===== config.mk =====
export PLATFORM = sky130hd
export DESIGN_NAME = sd4_mac_scheduler
export DESIGN_NICKNAME = d
export VERILOG_FILES = /design/src/rtl/sd4_mac_pkg.sv /design/src/rtl/sd4_res_fifo.sv /design/src/rtl/sd4_mac_scheduler.sv
export SDC_FILE = /design/constraint.sdc
export NUM_CORES = 1
export LEC_CHECK = 0
export CORE_MARGIN = 1.5
export CORE_UTILIZATION = 40
export CTS_BUF_LIST = sky130_fd_sc_hd__clkbuf_8
export DETAILED_ROUTE_END_ITERATION = 12
export SYNTH_ARGS = -nofsm -noshare
export SYNTH_HDL_FRONTEND = slang
export SYNTH_SLANG_ARGS = --single-unit

===== constraint.sdc =====
create_clock -name clk -period 10 [get_ports clk]
set_clock_uncertainty 0.15 [all_clocks]
set_input_delay 2 -clock clk [delete_from_list [all_inputs] [get_ports clk]]
set_output_delay 2 -clock clk [all_outputs]
set_load 0.1 [all_outputs]

===== src/rtl/sd4_mac_pkg.sv =====
// sd4_mac_pkg: shared widths, tag type and sequencer states for the SD4 MAC scheduler.
package sd4_mac_pkg;
    localparam int MAC_LAT = 3;
    localparam int SUM_W = 20;
    localparam int IMG_W = 72;
    localparam int WGT_W = 36;
    localparam int EXP_W = 5;
    localparam int WIN_W = 16;
    localparam int CH_W = 8;

    typedef struct packed {
        logic [WIN_W-1:0] win;
        logic [CH_W-1:0]  ch;
        logic             last;
    } tag_t;

    typedef enum logic [1:0] {IDLE, RUN, DRAIN, DONE} state_t;
endpackage


===== src/rtl/sd4_res_fifo.sv =====
// sd4_res_fifo: first-word fall-through synchronous FIFO with occupancy count.
module sd4_res_fifo #(
    parameter int W = 8,
    parameter int DEPTH = 6,
    parameter int CW = $clog2(DEPTH + 1)
) (
    input  logic          clk,
    input  logic          rst,
    input  logic          push,
    input  logic [W-1:0]  push_data,
    input  logic          pop,
    output logic [W-1:0]  pop_data,
    output logic          valid,
    output logic [CW-1:0] count
);
    localparam int AW = DEPTH > 1 ? $clog2(DEPTH) : 1;

    logic [W-1:0]  mem [DEPTH];
    logic [AW-1:0] wr_ptr, rd_ptr;
    logic          full, do_pop;

    assign valid = count != '0;
    assign full = count == CW'(DEPTH);
    assign do_pop = pop && valid;
    assign pop_data = valid ? mem[rd_ptr] : '0;

    always_ff @(posedge clk) begin
        if (push)
            mem[wr_ptr] <= push_data;
        assert (!(push && full && !do_pop));
    end

    always_ff @(posedge clk or negedge rst) begin
        if (!rst) begin
            wr_ptr <= '0;
            rd_ptr <= '0;
            count <= '0;
        end else begin
            if (push)
                wr_ptr <= wr_ptr == AW'(DEPTH - 1) ? '0 : wr_ptr + AW'(1);
            if (do_pop)
                rd_ptr <= rd_ptr == AW'(DEPTH - 1) ? '0 : rd_ptr + AW'(1);
            count <= count + CW'(push) - CW'(do_pop);
        end
    end
endmodule


===== src/rtl/sd4_mac_scheduler.sv =====
// sd4_mac_scheduler: issues N x C operand words into the non-stallable MAC and
// collects tagged sums in a credit-protected result FIFO.
module sd4_mac_scheduler
    import sd4_mac_pkg::*;
#(
    parameter int RES_DEPTH = 6
) (
    input  logic             clk,
    input  logic             rst,
    input  logic             start,
    input  logic [WIN_W-1:0] cfg_num_win,
    input  logic [CH_W-1:0]  cfg_num_ch,
    output logic             busy,
    output logic             done,
    input  logic             op_valid,
    output logic             op_ready,
    input  logic [IMG_W-1:0] op_image,
    input  logic [WGT_W-1:0] op_weight,
    input  logic [EXP_W-1:0] op_exp_bias,
    output logic [IMG_W-1:0] mac_image,
    output logic [WGT_W-1:0] mac_weight,
    output logic [EXP_W-1:0] mac_exp_bias,
    input  logic [SUM_W-1:0] mac_signed_sum,
    output logic             res_valid,
    input  logic             res_ready,
    output logic [SUM_W-1:0] res_sum,
    output logic [WIN_W-1:0] res_win,
    output logic [CH_W-1:0]  res_ch,
    output logic             res_last
);
    localparam int CRW = $clog2(RES_DEPTH + 1);

    state_t             state;
    logic [WIN_W-1:0]   num_win, win;
    logic [CH_W-1:0]    num_ch, ch;
    logic [CRW-1:0]     credit, res_count;
    tag_t               pipe [MAC_LAT];
    logic [MAC_LAT-1:0] pipe_vld;
    logic               hs, pop, last;
    tag_t               res_tag;

    assign op_ready = state == RUN && credit < CRW'(RES_DEPTH);
    assign hs = op_valid && op_ready;
    assign pop = res_valid && res_ready;
    assign last = ch == num_ch - CH_W'(1);
    assign mac_image = hs ? op_image : '0;
    assign mac_weight = hs ? op_weight : '0;
    assign mac_exp_bias = hs ? op_exp_bias : '0;
    assign {res_win, res_ch, res_last} = res_tag;

    always_ff @(posedge clk or negedge rst) begin
        if (!rst) begin
            state <= IDLE;
            busy <= 1'b0;
            done <= 1'b0;
            num_win <= '0;
            num_ch <= '0;
            win <= '0;
            ch <= '0;
        end else begin
            done <= 1'b0;
            case (state)
                IDLE: if (start) begin
                    num_win <= cfg_num_win;
                    num_ch <= cfg_num_ch;
                    win <= '0;
                    ch <= '0;
                    busy <= 1'b1;
                    state <= (cfg_num_win == '0 || cfg_num_ch == '0) ? DONE : RUN;
                    done <= cfg_num_win == '0 || cfg_num_ch == '0;
                end
                RUN: if (hs) begin
                    ch <= last ? '0 : ch + CH_W'(1);
                    win <= last ? win + WIN_W'(1) : win;
                    if (last && win == num_win - WIN_W'(1))
                        state <= DRAIN;
                end
                DRAIN: if (pipe_vld == '0 && res_count == '0) begin
                    state <= DONE;
                    done <= 1'b1;
                end
                default: begin
                    state <= IDLE;
                    busy <= 1'b0;
                end
            endcase
        end
    end

    // Tag pipe tracks the MAC's fixed latency; credit counts in-flight ops plus queued results.
    always_ff @(posedge clk or negedge rst) begin
        if (!rst) begin
            pipe_vld <= '0;
            credit <= '0;
            for (int i = 0; i < MAC_LAT; i++)
                pipe[i] <= '0;
        end else begin
            pipe_vld <= {pipe_vld[MAC_LAT-2:0], hs};
            pipe[0] <= {win, ch, last};
            for (int i = 1; i < MAC_LAT; i++)
                pipe[i] <= pipe[i-1];
            credit <= credit + CRW'(hs) - CRW'(pop);
        end
    end

    sd4_res_fifo #(
        .W($bits(tag_t) + SUM_W),
        .DEPTH(RES_DEPTH),
        .CW(CRW)
    ) u_fifo (
        .clk(clk),
        .rst(rst),
        .push(pipe_vld[MAC_LAT-1]),
        .push_data({pipe[MAC_LAT-1], mac_signed_sum}),
        .pop(pop),
        .pop_data({res_tag, res_sum}),
        .valid(res_valid),
        .count(res_count)
    );
endmodule


==> parameters.txt <==
Parameter                              Value

Outcome
  Outcome ... finished clean

Yosys
  Post-synth design cell area ... between 15000 and 20000 um2
  Ys flop type ... sky130_fd_sc_hd__edfxtp_1
  Post-synth top area share ... 48.3%
  Gate Count Post-Synth ... 1083
  Mean post-synth cell area ... 15.5 um2
  Share of synthesized registers carrying an async set or reset ... between 30% and 40%
  Library cell with the highest instance count after synthesis ... sky130_fd_sc_hd__edfxtp_1
  Biggest area consumer among synthesized cells ... sky130_fd_sc_hd__edfxtp_1
  Share of the yosys chip area belonging to registers ... a little under 70%
  Cells taking the most area after synthesis ... sky130_fd_sc_hd__edfxtp_1, sky130_fd_sc_hd__dfrtp_1, sky130_fd_sc_hd__mux4_2, sky130_fd_sc_hd__and3_1, sky130_fd_sc_hd__mux2i_1
  Yosys cell types ... 57
  Number of enable-type register cells in the synthesized netlist ... 270
  Net Count, Synth ... 1260
  Most numerous cell types in the synthesized netlist ... sky130_fd_sc_hd__edfxtp_1, sky130_fd_sc_hd__dfrtp_1, sky130_fd_sc_hd__and3_1
  Flop and latch count out of synthesis ... 412
  Total of warnings raised by yosys ... 0

Pwr
  Largest vdd supply drop ... 0.000232 V
  Switch Pwr ... 3.29 mW
  Sequential power share ... between 30% and 40%
  Clock network power share ... between 10% and 20%
  Combinational share of power ... just under 50%
  Total power consumption of the routed design ... approximately 7 mW
  Standby leakage power ... 8.74 nW
  Internal power consumption ... approximately 3.7 mW
  Switching share of power ... a little under half
  Pwr dens ... 318 nW/um2

Placed design
  Worst-case setup slack after placement ... around 3.6 ns
  Buffers added on ports ... roughly 320
  RD Place Congestion ... 0.862
  DPL Wire Length ... about 25000 um

Clock network
  Clock-pin slew reported for the worst setup and hold paths after clock tree synthesis ... about 0.06 ns
  H-tree lvl count ... 3
  TritonCTS sink count ... just over 400
  Largest buffer count on any clock path ... 3
  CTS root buf ... sky130_fd_sc_hd__clkbuf_8
  Hold bufs inserted after CTS ... 0
  Number of gates resized after cts ... 0
  Clock insertion delay at the later pin of the skew report ... around 0.58 ns
  TritonCTS clock tree ... built
  Buffer count from post-CTS setup fixing ... 0
  Number of buffers added by the clock tree synthesis step ... 68

Route
  Final WL ... approximately 40000 um
  DR vias ... between 10000 and 15000
  Drt via density ... approximately 5.1
  Number of routed nets with antenna violations ... 0
  Detail-routed net length per standard cell ... ~20 um
  Number of iterations in the first detailed-routing pass ... 4
  Number of DRC markers in iteration 0 ... 463
  DRC ... 0

STA
  RSZ-0062 raised after global routing ... false
  Post-route fraction of the period consumed by the critical path ... between 60% and 70%
  Total negative slack for setup checks ... 0 ns
  Crit path time final ... between 6 and 7 ns
  Hold violation total from the final report ... 0
  FMAX ... 0.155 GHz
  Worst slew slack as a fraction of its limit ... approximately a quarter
  Final-report max-slew violation count ... 0
  Worst-case hold slack ... 0.184 ns
  Count of final setup violators ... 0
  Crit path setup slack, layout ... ~3.6 ns
  Measured slew at the worst slew-check pin ... roughly 1.1 ns

GRT
  Number of global-route vias before repair ... 10700
  Total global-route track usage ... 18.5%
  Antenna violations before repair ... 1
  Overflow left after global routing ... 0
  Global-route wire length before repair ... between 60000 and 70000 um
  Maximum number of pins on one net before global-route repair ... 116

Cells and area
  Share of cells above drive strength 1 ... around an eighth
  Synthesis-to-layout area growth ... 30.2%
  Final Net Count ... about 1600

Floorplan
  Starting Density ... around two fifths
  Floorplan Core Area ... between 40000 and 50000 um2
  Ports placed on the boundary ... roughly 320
  Die area ... 43200 um2
  Num rows ... 74
  Width of the die ... just over 200 um
  Overall die height ... 208 um

Critical path
  Critical path type ... primary input to output port
  Critical Path Start Type ... primary input
  Reg-to-reg slack, setup ... around 6.5 ns
  CP required ... just under 8 ns
  Sequence of cells on the critical path ... buf_2 -> buf_4 -> and3_1 -> clkdlybuf4s50_1
  Worst setup EP type ... output port
  Delay contributed by the slowest stage of the critical path ... around 1.2 ns
  Critical-path top delay cell ... sky130_fd_sc_hd__clkdlybuf4s50_1
  Maximum net fanout on the critical path ... around 120
  Critical path arrival ... roughly 4.3 ns

Min path
  Hold/Removal Path Class ... register to register

Job
  Count of max-cap constraint violations ... 0
-- final timing paths --
check / start / end / depth (start not counted)
worst max-delay path: op_valid / mac_image[5] / 4
worst min-delay path: pipe[46]$_DFF_PN0_ / pipe[21]$_DFF_PN0_ / 0
worst max register to register: u_fifo.count[0]$_DFF_PN0_ / state[1]$_DFFE_PN0P_ / 10
worst min register to register: pipe[46]$_DFF_PN0_ / pipe[21]$_DFF_PN0_ / 0
max in group asynchronous: rst / u_fifo.rd_ptr[0]$_DFFE_PN0P_ / 2
min in group asynchronous: rst / num_ch[7]$_DFFE_PN0P_ / 1
-- routing by layer --
metal | GRT usage (%) | wire length [um]
met3 | 4.65 | 2140
met5 | 0 | 0
met1 | 22.4 | 16600
met2 | 31.8 | 20200
met4 | 6.85 | 1070
-- power by group through the flow --
| stage | Clock [mW] | Sequential, mW | Combinational [mW] |
|---|---|---|---|
| 2_1_floorplan | 0 | 2.20 | 2.64 |
| 3_3_place_gp | 0 | 2.28 | 3.39 |
| 3_5_place_dp | 0 | 2.29 | 3.40 |
| 4_1_cts | 1.39 | 2.26 | 3.41 |
| 5_1_grt | 1.46 | 2.28 | 3.51 |
| 6_report | 1.34 | 2.25 | 3.36 |
-- worst max-delay path, delay by kind of cell --
family	cells	cell delay [ns]
AND/OR/NAND/NOR	1	0.27
buffers and inverters	3	1.95
-- through the flow --
step | cell area (um2) | util (%) | cells
2_1_floorplan | 16800 | - | 1083
3_3_place_gp | 20600 | 50.1 | 1886
3_5_place_dp | 20600 | 50.1 | 1886
4_1_cts | 21900 | 53.2 | 2011
5_1_grt | 21900 | 53.2 | 2012
6_report | 21900 | 53.2 | 2012
-- registers in the layout (all words and copies together), names as in the netlist --
| signal | count |
|---|---|
| state | 2 |
| win | 16 |
| num_win | 16 |
| ch | 8 |
| done | 1 |
| pipe_vld | 3 |
| u_fifo.rd_ptr | 3 |
| credit | 3 |
| busy | 1 |
| num_ch | 8 |
| u_fifo.mem | 270 |
| u_fifo.wr_ptr | 3 |
| u_fifo.count | 3 |
| pipe | 75 |
-- final cells by class --
class | instances | area, um2
flip-flops and latches | 412 | 11700
inverters | 20 | 75.1
clock inverters | 50 | 231
fillers | 3418 | 19200
multi-input cells | 584 | 4850
clock buffers | 75 | 1030
repair buffers | 338 | 3340
diodes | 1 | 2.50
well taps | 532 | 666
-- logic make-up after synthesis --
kind of cell,share of synthesized area [%]
simple gates,10.2
mux,10.5
compound gates,4.09
flops,69.4
buf+inv,2.01
xor+xnor,2.56
fa+ha+maj,1.21
-- cells in the final DEF (no fill, tap or decap), drive strengths merged, types with 5 or more instances in the layout --
master / instances
and2: 12
mux4: 45
and3: 119
buf: 17
xnor2: 20
clkdlybuf4s50: 321
nor2: 68
edfxtp: 270
mux2: 25
clkbuf: 75
nand3: 5
nor4: 11
nor2b: 5
dfrtp: 142
inv: 59
nand4: 15
or3: 9
a211oi: 48
clkinv: 9
nor3: 10
xor2: 29
o21ai: 17
a21oi: 8
mux2i: 47
nand2: 26
ha: 13
No activity file was read; power rests on OpenSTA's default activity.
==> edit (same flow settings) <==
The package constant `IMG_W` goes from 72 to 108.
--- a/src/rtl/sd4_mac_pkg.sv
+++ b/src/rtl/sd4_mac_pkg.sv
@@ -2,7 +2,7 @@
 package sd4_mac_pkg;
     localparam int MAC_LAT = 3;
     localparam int SUM_W = 20;
-    localparam int IMG_W = 72;
+    localparam int IMG_W = 108;
     localparam int WGT_W = 36;
     localparam int EXP_W = 5;
     localparam int WIN_W = 16;
Ports: changed (resized mac_image and op_image); port bits go from 324 to 396. The function was not compared with the original's and may differ.
==> edit against the original RTL <==
Synthesized cell count up 5.1%; worst setup slack lost 0.17 ns; total power is 4.1% higher; design area grew 4.5%; register-to-register slack got worse by 0.68 ns; synthesized area rose by 1.8%; sequential cell count unchanged; wire length up 8.5%; critical endpoint is now mac_image[89]; highest routed layer is now met5.
==> edit: results (changes against the original RTL) <==
## Run status
- completed — run status

## CTS
- 3 — maximum root-to-sink buffer count, unchanged
- 0 — number of gates given a new drive strength after cts, unchanged
- 0.58 ns — worst skew pair latency, about the same
- 0.06 ns — clock transition at the registers of the reported paths, about the same
- clkbuf_8 — cell at the root of the clock tree
- 3 — depth of the CTS H-tree, unchanged
- 68 — TritonCTS Buffers, unchanged
- 0 — buffers inserted by post-CTS timing repair, unchanged

## Placed design
- 0.02156 mm2 — instance area at placement, +4.7%
- 28.60 mm — HPWL after detailed placement, +13%
- 2,005 — Placed Cells incl. Taps, +6.3%
- 395 — I/O Buffers, +22%
- 0.8378 — weighted congestion at the end of routability-driven global placement, -2.9%

## STA
- 1.128 ns — Worst Tran Pin Value, +0.01399 ns
- 151.0 MHz — maximum achievable frequency, -2.6%
- 0 — number of failing setup endpoints in the final timing report, unchanged

## Min path
- 0 — instance count along the most critical hold path, unchanged
- reg -> reg — worst hold path class
- pipe[49] — endpoint of the worst hold path
- pipe[74] — hold path start

## Worst setup path
- 82 — largest fanout on the critical path, -29%
- state[1] — r2r startpoint
- 11 — reg2reg path depth, +1
- 5.80 ns — FF-to-FF setup slack, -0.68 ns
- reg -> out — classification of the worst setup path
- win[8] — endpoint of the most critical register-to-register path
- 4.47 ns — crit path DAT, +0.17 ns

## Synthesis
- edfxtp_1 (47%), dfrtp_1 (21%), mux4_2 (5.9%), and3_1 (5.6%), mux2i_1 (2.9%) — largest cells by area after synthesis
- 68.23% — sequential-to-total area share from yosys stat, -1.2 points
- 1,138 — gate count of the mapped netlist, +5.1%
- 34.47% — fraction of synthesis flops using an asynchronous set or reset pin, unchanged
- 0 — count of warnings emitted by yosys, unchanged
- edfxtp_1 — predominant post-synthesis flop cell
- edfxtp_1 (270), and3_1 (152), dfrtp_1 (142), clkbuf_1 (69), nor2_1 (66) — most numerous cell types in the synthesized netlist
- 270 — number of flops mapped to enable cells by yosys, unchanged
- 62 — number of unique standard cell types used by synthesis, +8.8%
- 1,351 — Synth Net Count, +7.2%

## Power and ir drop
- 48.54% — net switching fraction of the power, +1.2 points
- 0.009137 uW — leakage power total, +4.5%
- 0.0002345 V — worst vdd rail ir drop, +1.1%

## Route
- 20.43 um — wire per inst, +2.7%
- 43.46 mm — routed wire length, +8.5%
- 11,040 — number of vias in the routed layout, +7.1%
- 5 — first drt pass iteration count, +1
- 658 — number of design-rule violations left by the first detailed-router iteration, +42%

## Global route
- 65.38 mm — first-pass GRT wire length, +6.0%
- 8 — antenna violations before repair, +7
- 19.53% — total global routing track utilization, +1.1 points
- 152 — maximum number of pins on one net before global-route repair, +31%

## Layout
- 3,466 — fill cell count, +1.4%
- 1,749 — count of nets after finishing, +9.2%
- 12.48% — fraction of layout cells with a size suffix above 1, -0.17 points
- u_fifo.mem (270), pipe (75) — Regs by FF count

[edit: cell count changes after synthesis, moves of 3 or more]
cell,change
and3_1,+33
nor4_1,-3
nand3_1,+8
inv_1,+6
or4_1,+10
o31ai_1,+10
o21a_1,-3
nand4_1,-7
clkbuf_1,+12
o21ai_0,-4
xnor2_1,-11
a21oi_1,+13
and2_1,-10
xor2_1,-4
[edit: kinds of logic after synthesis]
kind of cell	Yosys count	share of synthesized area [%]
flip-flops	412	68.23
AND/OR/NAND/NOR	335	11.16
multiplexers	119	10.45
AO/OA/AOI/OAI	116	4.774
buffers and inverters	107	2.453
XOR/XNOR	34	1.742
adder cells (fa/ha/maj)	15	1.186
[edit: worst max-delay path, stage by stage, from the launching register on]
cell,delay (ns)
dfrtp_1,0.41
inv_1,0.09
ha_1,0.27
nor2b_4,0.95
buf_4,0.67
and3_1,0.29
clkdlybuf4s50_1,1.16
[edit: worst max path at each step]
stage                    endpoint  slack (ns)  cells past startpoint
global placement    mac_image[12]        3.58                      3
detailed placement  mac_image[12]        3.54                      3
CTS                 mac_image[89]        3.39                      6
finish              mac_image[89]        3.38                      6
floorplan               res_ch[6]        3.60                      6
global route        mac_image[89]        3.10                      6
[edit: area by class of cell]
class,count,area (um2),area share [%]
Sequential cell,412,11670,51.07
Clock buffer,78,1074,4.699
Clock inverter,43,209.0,0.9147
Antenna cell,1,2.502,0.01095
Tap cell,539,674.4,2.952
Inverter,26,97.59,0.4272
Multi-Input combinational cell,619,5062,22.16
Timing Repair Buffer,409,4058,17.76
[edit: stage by stage]
step	hold slack, ns	util [%]	setup WS, ns	power [uW]
floorplan	0.1812	-	3.602	5027
global placement	0.1816	51.28	3.576	5922
detailed placement	0.1847	51.28	3.545	5946
CTS	0.1724	54.33	3.392	7324
global route	0.1890	54.33	3.103	7538
finish	0.1798	54.34	3.377	7244
[edit: routing by layer]
metal | global-route usage [%] | vias to the layer above | wire [um] | share of wire, %
met5 | 0 | - | 69 | 0.16
met4 | 6.624 | 12 | 1202 | 2.8
met3 | 5.671 | 84 | 3278 | 7.5
met2 | 30.01 | 328 | 20150 | 46
met1 | 26.65 | 5464 | 18750 | 43
li1 | - | 5150 | - | -
[edit: power by group through the flow]
stage	logic, uW	registers (uW)	clock network (uW)
after detailed placement	3680	2270	0
after floorplan	2840	2190	0
after CTS	3680	2240	1410
after global routing	3790	2260	1490
after global placement	3660	2260	0
final	3650	2230	1360
